<file path="config.mk">
export PLATFORM = sky130hd
export DESIGN_NAME = apb_master
export DESIGN_NICKNAME = d
export VERILOG_FILES = /design/src/rtl/apb_pkg.sv /design/src/rtl/apb_master.sv
export SDC_FILE = /design/constraint.sdc
export NUM_CORES = 1
export LEC_CHECK = 0
export BUFFER_PORTS_ARGS = -buffer_cell sky130_fd_sc_hd__buf_2
export CAP_MARGIN = 20
export CORE_MARGIN = 10
export CORE_UTILIZATION = 41
export DETAILED_ROUTE_END_ITERATION = 8
export GPL_ROUTABILITY_DRIVEN = 0
export PLACE_DENSITY = 0.85
export SYNTH_ARGS = -nofsm -noshare
export SYNTH_HDL_FRONTEND = slang
export SYNTH_SLANG_ARGS = --single-unit
</file>
<file path="constraint.sdc">
create_clock -name PCLK -period 2.2 [get_ports PCLK]
set_input_delay 0.22 -clock PCLK [delete_from_list [all_inputs] [get_ports PCLK]]
set_output_delay 0.22 -clock PCLK [all_outputs]
set_load 0.005 [all_outputs]
</file>
<file path="src/rtl/apb_pkg.sv">
// Shared definitions for the APB initiator: bus widths, FSM state encoding
// and the default abort limit for unresponsive peripherals.
package apb_pkg;

    localparam int APB_AW      = 32;
    localparam int APB_DW      = 32;
    localparam int TIMEOUT_DEF = 16;

    typedef enum logic [1:0] {
        IDLE   = 2'd0,
        SETUP  = 2'd1,
        ACCESS = 2'd2
    } apb_state_e;

endpackage

</file>
<file path="src/rtl/apb_master.sv">
// APB initiator: turns single-beat client requests into SETUP/ACCESS transfers,
// honours PREADY wait states and aborts with an error after TIMEOUT waits.
module apb_master
    import apb_pkg::*;
#(
    parameter int TIMEOUT = TIMEOUT_DEF
)
(
    input  logic              PCLK,
    input  logic              PRESETn,
    input  logic              cmd_valid,
    output logic              cmd_ready,
    input  logic              cmd_write,
    input  logic [APB_AW-1:0] cmd_addr,
    input  logic [APB_DW-1:0] cmd_wdata,
    output logic              rsp_valid,
    output logic [APB_DW-1:0] rsp_rdata,
    output logic              rsp_err,
    output logic [APB_AW-1:0] PADDR,
    output logic              PSELx,
    output logic              PENABLE,
    output logic              PWRITE,
    output logic [APB_DW-1:0] PWDATA,
    input  logic [APB_DW-1:0] PRDATA,
    input  logic              PREADY
);

    // A zero TIMEOUT still needs a one-bit counter so the vector is legal.
    localparam int            CW        = (TIMEOUT > 0) ? $clog2(TIMEOUT + 1) : 1;
    localparam bit            TO_EN     = (TIMEOUT > 0);
    localparam logic [CW-1:0] LAST_WAIT = CW'((TIMEOUT > 0) ? (TIMEOUT - 1) : 0);
    localparam logic [CW-1:0] CNT_MAX   = '1;

    apb_state_e        r_state;
    logic              r_cmd_ready;
    logic              r_rsp_valid;
    logic [APB_DW-1:0] r_rsp_rdata;
    logic              r_rsp_err;
    logic [APB_AW-1:0] r_paddr;
    logic              r_psel;
    logic              r_penable;
    logic              r_pwrite;
    logic [APB_DW-1:0] r_pwdata;
    logic [CW-1:0]     r_wait;

    apb_state_e        w_state_nxt;
    logic              w_cmd_ready_nxt;
    logic              w_rsp_valid_nxt;
    logic [APB_DW-1:0] w_rsp_rdata_nxt;
    logic              w_rsp_err_nxt;
    logic [APB_AW-1:0] w_paddr_nxt;
    logic              w_psel_nxt;
    logic              w_penable_nxt;
    logic              w_pwrite_nxt;
    logic [APB_DW-1:0] w_pwdata_nxt;
    logic [CW-1:0]     w_wait_nxt;

    // Next-state and next-output decode; every output is produced from a register.
    always_comb begin
        w_state_nxt     = r_state;
        w_cmd_ready_nxt = r_cmd_ready;
        w_rsp_valid_nxt = 1'b0;
        w_rsp_rdata_nxt = r_rsp_rdata;
        w_rsp_err_nxt   = r_rsp_err;
        w_paddr_nxt     = r_paddr;
        w_psel_nxt      = r_psel;
        w_penable_nxt   = r_penable;
        w_pwrite_nxt    = r_pwrite;
        w_pwdata_nxt    = r_pwdata;
        w_wait_nxt      = r_wait;

        case (r_state)
            IDLE: begin
                if (cmd_valid) begin
                    w_state_nxt     = SETUP;
                    w_cmd_ready_nxt = 1'b0;
                    w_psel_nxt      = 1'b1;
                    w_penable_nxt   = 1'b0;
                    w_paddr_nxt     = cmd_addr;
                    w_pwrite_nxt    = cmd_write;
                    w_pwdata_nxt    = cmd_wdata;
                    w_wait_nxt      = '0;
                end else begin
                    w_cmd_ready_nxt = 1'b1;
                    w_psel_nxt      = 1'b0;
                    w_penable_nxt   = 1'b0;
                end
            end

            SETUP: begin
                w_state_nxt   = ACCESS;
                w_penable_nxt = 1'b1;
            end

            ACCESS: begin
                // PREADY wins over an expiring counter in the same cycle.
                if (PREADY) begin
                    w_state_nxt     = IDLE;
                    w_cmd_ready_nxt = 1'b1;
                    w_rsp_valid_nxt = 1'b1;
                    w_rsp_rdata_nxt = r_pwrite ? {APB_DW{1'b0}} : PRDATA;
                    w_rsp_err_nxt   = 1'b0;
                    w_psel_nxt      = 1'b0;
                    w_penable_nxt   = 1'b0;
                end else if (TO_EN && (r_wait == LAST_WAIT)) begin
                    w_state_nxt     = IDLE;
                    w_cmd_ready_nxt = 1'b1;
                    w_rsp_valid_nxt = 1'b1;
                    w_rsp_rdata_nxt = {APB_DW{1'b0}};
                    w_rsp_err_nxt   = 1'b1;
                    w_psel_nxt      = 1'b0;
                    w_penable_nxt   = 1'b0;
                end else if (r_wait != CNT_MAX) begin
                    w_wait_nxt = r_wait + {{(CW-1){1'b0}}, 1'b1};
                end else begin
                    w_wait_nxt = r_wait;
                end
            end

            default: begin
                w_state_nxt     = IDLE;
                w_cmd_ready_nxt = 1'b1;
                w_psel_nxt      = 1'b0;
                w_penable_nxt   = 1'b0;
            end
        endcase
    end

    // State and output registers; reset clears the bus strobes immediately.
    always_ff @(posedge PCLK or negedge PRESETn) begin
        if (!PRESETn) begin
            r_state     <= IDLE;
            r_cmd_ready <= 1'b1;
            r_rsp_valid <= 1'b0;
            r_rsp_rdata <= {APB_DW{1'b0}};
            r_rsp_err   <= 1'b0;
            r_paddr     <= {APB_AW{1'b0}};
            r_psel      <= 1'b0;
            r_penable   <= 1'b0;
            r_pwrite    <= 1'b0;
            r_pwdata    <= {APB_DW{1'b0}};
            r_wait      <= '0;
        end else begin
            r_state     <= w_state_nxt;
            r_cmd_ready <= w_cmd_ready_nxt;
            r_rsp_valid <= w_rsp_valid_nxt;
            r_rsp_rdata <= w_rsp_rdata_nxt;
            r_rsp_err   <= w_rsp_err_nxt;
            r_paddr     <= w_paddr_nxt;
            r_psel      <= w_psel_nxt;
            r_penable   <= w_penable_nxt;
            r_pwrite    <= w_pwrite_nxt;
            r_pwdata    <= w_pwdata_nxt;
            r_wait      <= w_wait_nxt;
        end
    end

    assign cmd_ready = r_cmd_ready;
    assign rsp_valid = r_rsp_valid;
    assign rsp_rdata = r_rsp_rdata;
    assign rsp_err   = r_rsp_err;
    assign PADDR     = r_paddr;
    assign PSELx     = r_psel;
    assign PENABLE   = r_penable;
    assign PWRITE    = r_pwrite;
    assign PWDATA    = r_pwdata;

endmodule

</file>
# Word level (Yosys, flattened, before mapping)
# Index checks and enable logic that the tools add are counted.
# Widths: inputs -> output; s select.
[op_classes]
addsub = 1
eq_ne = 9
muxes = 25
bitwise = 1
reduce_logical = 8
[ops]
columns = ["operator", "count"]
rows = [
  ["$mux 32", 3],
  ["$mux 5", 4],
  ["$mux 1", 10],
  ["$pmux 5 s2", 1],
  ["$ne 2x2->1 const B", 4],
  ["$reduce_and 2->1", 4],
  ["$mux 2", 3],
  ["$pmux 1 s3", 2],
  ["$pmux 2 s3", 1],
  ["$add 5x1->5 const B", 1],
  ["$eq 5x4->1 const B", 1],
  ["$ne 5x5->1 const B", 1],
  ["$reduce_and 5->1", 1],
  ["$reduce_bool 2->1", 2],
  ["$ne 3x3->1 const B", 1],
  ["$eq 2x1->1 const B", 1],
  ["$eq 2x2->1 const B", 1],
  ["$logic_not 2->1", 1],
  ["$pmux 1 s2", 1],
  ["$not 1->1", 1],
]
[totals]
reg_bits = 109
output_inout_bits = 102
wordCells = 55

# Longest topological paths before layout
[logic_depth]
word_depth = 5
ltp_mapped = 6
depth_no_buf = 6

# Worst setup path before layout
# No wires, ideal clock.
[synth_path]
path_kind = "reg2reg"
startpoint = "register r_wait[0]"
endpoint = "register r_wait[4]"
setup_time_ns = 0.083
t_arrival_ns = 2.034
slack_ns = 0.083
path_stages_with_launch = 7
path_cell_list = "dfrtp_1 -> ha_1 -> and3_1 -> ha_1 -> or4b_1 -> or4b_1 -> o21ai_0"
[synth_via]
elab_chain_len = 5
word_cells_on_any_way = 10
[synth_lines]
columns = ["element", "line_no", "text"]
rows = [
  ["start: declaration", "apb_master.sv:44", "logic [CW-1:0] r_wait;"],
  ["start signal: assignment", "apb_master.sv:154", "r_wait <= w_wait_nxt;"],
  ["$add 5x1->5", "apb_master.sv:114", "w_wait_nxt = r_wait + {{(CW-1){1'b0}}, 1'b1};"],
  ["$mux 5", "apb_master.sv:113", "end else if (r_wait != CNT_MAX) begin"],
  ["$mux 5", "apb_master.sv:105", "end else if (TO_EN && (r_wait == LAST_WAIT)) begin"],
  ["$mux 5", "apb_master.sv:97", "if (PREADY) begin"],
  ["$pmux 5 s2", "apb_master.sv:72", "case (r_state)"],
]
# Parallel ways exist; a longest one is shown, timed or not. The select of a mux whose other input is x is not followed.
# A chain may end at the register's enable or synchronous reset.

# Worst setup path in the final report
[layout_path]
startpoint = "register r_wait[1]"
endpoint = "register r_wait[4]"
# Same word-level chain as after synthesis.

==> implementation parameters <==
Parameter                              Value

Yosys
  Cell type with the highest aggregate area in the netlist ... sky130_fd_sc_hd__dfrtp_1
  Most used flip-flop cell after synthesis ... sky130_fd_sc_hd__dfrtp_1
  Number of synthesized flops with an enable pin ... 0
  Portion of synthesized cell area occupied by the leading cell type ... 66.5%
  Unique cell type count in the Yosys netlist ... 24
  Share of synthesized flip-flops with an asynchronous set or reset ... 100%
  Syn avg cell area ... 15.8 um^2
  Most area-consuming cells after synthesis ... sky130_fd_sc_hd__dfrtp_1, sky130_fd_sc_hd__mux2_2, sky130_fd_sc_hd__a22o_1
  Post-synthesis sequential area ratio ... between 60 and 70%
  Total standard cell area after synthesis ... 4060 um^2
  Number of register bits inferred by synthesis ... 109
  Yosys Warn Count ... 0
  Cell count after synthesis ... between 200 and 300
  Total nets after synthesis ... 362

STA
  Final period utilization ... 96.6%
  Setup repair after global routing missed its margin ... yes
  Tightest Pin Transition ... 0.580 ns
  Hold_ws ... around 0.06 ns
  Count of final max-slew check failures ... 0
  Least setup slack across all paths after layout ... 0.0741 ns
  Worst relative slew slack ... 61.3%
  Clock period minus worst slack ... 2.13 ns
  Highest Clock Rate ... 0.470 GHz
  Clk_skew ... about 0.014 ns
  Count of final hold-check violations ... 0
  Count of final setup violators ... 0
  Fin Setup TNS ... 0 ns

Die
  Die area ... roughly 14,000 um^2
  Vert. Die Dim ... 120 um
  Placeable core region ... 9730 um^2
  Placement row count ... 36
  Initial standard-cell utilization of the core ... between 40% and 50%
  Number of top-level pins ... 203
  Horiz. Die Dim ... 120 um

Worst setup path
  Worst R2R Path Depth ... 6
  Cell with the biggest individual delay on the critical path ... sky130_fd_sc_hd__or4b_4
  Required arrival time at the worst endpoint ... 2.50 ns
  Delay of the slowest critical-path stage ... 0.52 ns
  Category of the worst setup path capture point ... register
  Critical Setup Path Class ... reg -> reg
  Worst-path fanout max ... 2
  Arrival time worst endpoint ... 2.42 ns
  Top cell family by delay on the critical path ... simple AND/OR/NAND/NOR gates
  Launching element type of the critical path ... register
  Path length in cells of the critical path ... 6
  Sequence of cells on the critical path ... ha_2, and3_4, ha_4, or4b_4, or4b_1, o21ai_1
  Crit path buffers/inverters ... 0

Drt
  Count of antenna-violating nets left after detailed routing ... 0
  Vias/cell ... approximately 5
  Final routed wirelength across all metal layers ... 10,700 um
  Routed WL per cell ... 17.7 um
  Count of vias placed by the detailed router ... 2,943
  DRC violations left ... 0
  First-pass iteration count of the detailed router ... 4
  Initial detailed-routing violation count ... 165

Placement
  DP Wirelength ... around 8200 um
  Post-detailed-placement cell area ... 5260 um^2
  Post-Place Setup Slack ... -0.0857 ns
  PortBufs ... 202

Power and ir drop
  Static leakage power ... approximately 2.8 nW
  P_sw ... 2.31 mW
  Clock power share ... ~17%
  Power density over cell area ... about 1300 nW/um^2
  Cell-internal power ... between 5 and 6 mW
  Logic pwr share ... 36.9%
  Overall power after layout ... ~7.4 mW
  Switching power share of the total ... 31.2%
  Sequential share of power ... 46.6%
  Worst supply voltage drop on vdd ... 669 uV

Status
  Result of the run ... finished clean

Final layout
  Fraction of final layout cells sized beyond drive strength 1 ... 64.2%
  Area growth from synthesis to final layout ... 35.9%
  Post-route cell area ... 5520 um^2
  Antenna diode count ... 0
  Commonest cells after routing, fill and taps aside ... sky130_fd_sc_hd__buf_2, sky130_fd_sc_hd__dfrtp_1, sky130_fd_sc_hd__mux2_2, sky130_fd_sc_hd__a22o_1
  Leading cell type in the layout, fill and taps excluded ... sky130_fd_sc_hd__buf_2
  Final net count ... roughly 570

Hold path
  Worst Hold Path Cells ... 2
  HP Class ... in -> reg

Clock tree
  Clock tree from TritonCTS ... yes
  Cts bufs inserted ... 9
  Clock transition at path regs ... 0.11 ns
  CTS Sinks ... 109
  Clock network latency to the later pin of the worst-skew pair ... 0.37 ns
  H-tree Lvls ... 3
  Longest Clk Path Bufs ... 2
  Buffer cell driving the clock tree root ... sky130_fd_sc_hd__clkbuf_8

Global routing
  Total congestion overflow after global routing ... 0
  Antenna violations before repair ... 0
  First-pass GRT wire length ... 17,300 um
  Maximum number of pins on one net before global-route repair ... between 60 and 70
  Number of global-route vias before repair ... 3,405
  GRT Util Overall ... between 10% and 20%

Run
  # Max-Cap Violations ... 0
## path summary, 6_finish.rpt
check / end / slack (ns) / from
min reg2reg: cmd_ready / 0.48 / cmd_ready
max: r_wait[4] / 0.07 / r_wait[1]
min: rsp_rdata[26] / 0.06 / PRDATA[26]
max in group asynchronous: cmd_ready / 1.20 / PRESETn
max reg2reg: r_wait[4] / 0.07 / r_wait[1]
min in group asynchronous: PADDR[16] / 0.33 / PRESETn
## sequential cells by signal, summed over array words and instances, names as in the netlist
name / count
PADDR: 32
PWRITE: 1
PWDATA: 32
rsp_rdata: 32
PSELx: 1
PENABLE: 1
rsp_err: 1
r_state: 2
rsp_valid: 1
r_wait: 5
cmd_ready: 1
## what timing repair did
| item | 4_1_cts | 5_1_grt |
|---|---|---|
| resized for setup | 2 | 6 |
| hold endpoints to repair | 28 | 0 |
| hold buffers | 1 | 0 |
| buffers inserted | 1 | 2 |
| pin swaps | 0 | 3 |
| setup endpoints to repair | 5 | 2 |
## power groups by stage
stage                     Sequential, mW  Clock, mW  Combinational [mW]
after CTS                           3.47       1.27                2.80
after floorplan                     3.56          0                1.24
after global routing                3.59       1.35                3.02
after global placement              3.43          0                2.69
after detailed placement            3.50          0                2.77
final                               3.45       1.22                2.73
## cell type report
cell class | count | area [um^2]
clock inverter | 6 | 71.3
multi-input combinational | 130 | 1290
inverter | 4 | 15.0
fill | 828 | 4210
clock buffer | 10 | 128
sequential | 109 | 2730
tap | 133 | 166
timing repair buffer | 213 | 1120
## worst register-to-register path, stage by stage (launching register included)
cell and delay (ns):
sky130_fd_sc_hd__dfrtp_1 0.39, sky130_fd_sc_hd__ha_2 0.19, sky130_fd_sc_hd__and3_4 0.20, sky130_fd_sc_hd__ha_4 0.16, sky130_fd_sc_hd__or4b_4 0.52, sky130_fd_sc_hd__or4b_1 0.51, sky130_fd_sc_hd__o21ai_1 0.09
## stage by stage
| step | util, % | std cells |
|---|---|---|
| final | 56.8 | 605 |
| after floorplan | - | 258 |
| after global routing | 56.8 | 605 |
| after detailed placement | 54.1 | 585 |
| after CTS | 56.4 | 603 |
| after global placement | 54.1 | 585 |
## Yosys cell counts (2+ instances only)
| library cell | n |
|---|---|
| sky130_fd_sc_hd__mux2_2 | 65 |
| sky130_fd_sc_hd__or4b_1 | 2 |
| sky130_fd_sc_hd__and3_1 | 2 |
| sky130_fd_sc_hd__a31oi_1 | 4 |
| sky130_fd_sc_hd__a21o_1 | 2 |
| sky130_fd_sc_hd__nor2b_1 | 2 |
| sky130_fd_sc_hd__nand2_1 | 2 |
| sky130_fd_sc_hd__a21oi_1 | 4 |
| sky130_fd_sc_hd__a22o_1 | 32 |
| sky130_fd_sc_hd__ha_1 | 3 |
| sky130_fd_sc_hd__mux2i_1 | 2 |
| sky130_fd_sc_hd__buf_2 | 10 |
| sky130_fd_sc_hd__inv_1 | 4 |
| sky130_fd_sc_hd__clkbuf_1 | 5 |
| sky130_fd_sc_hd__nand2b_1 | 3 |
| sky130_fd_sc_hd__dfrtp_1 | 108 |
## layer usage
layer  vias to the layer above  global-route usage [%]  wire length, um
li1                       1352                       -                -
met1                      1435                    16.7             4140
met3                        15                    7.27             1260
met4                         0                    5.20              159
met2                       141                    23.8             5160
met5                         -                       0                0
## cell families (layout without fill, tap and decap cells)
group | Yosys count | after routing | synth area share [%]
multiplexers | 67 | 67 | 18.5
adder cells (fa/ha/maj) | 3 | 3 | 0.924
buffers and inverters | 19 | 233 | 2.06
AO/OA/AOI/OAI | 45 | 45 | 8.84
flip-flops | 109 | 109 | 67.1
AND/OR/NAND/NOR | 15 | 15 | 2.52
No activity file was read; power rests on OpenSTA's default activity.
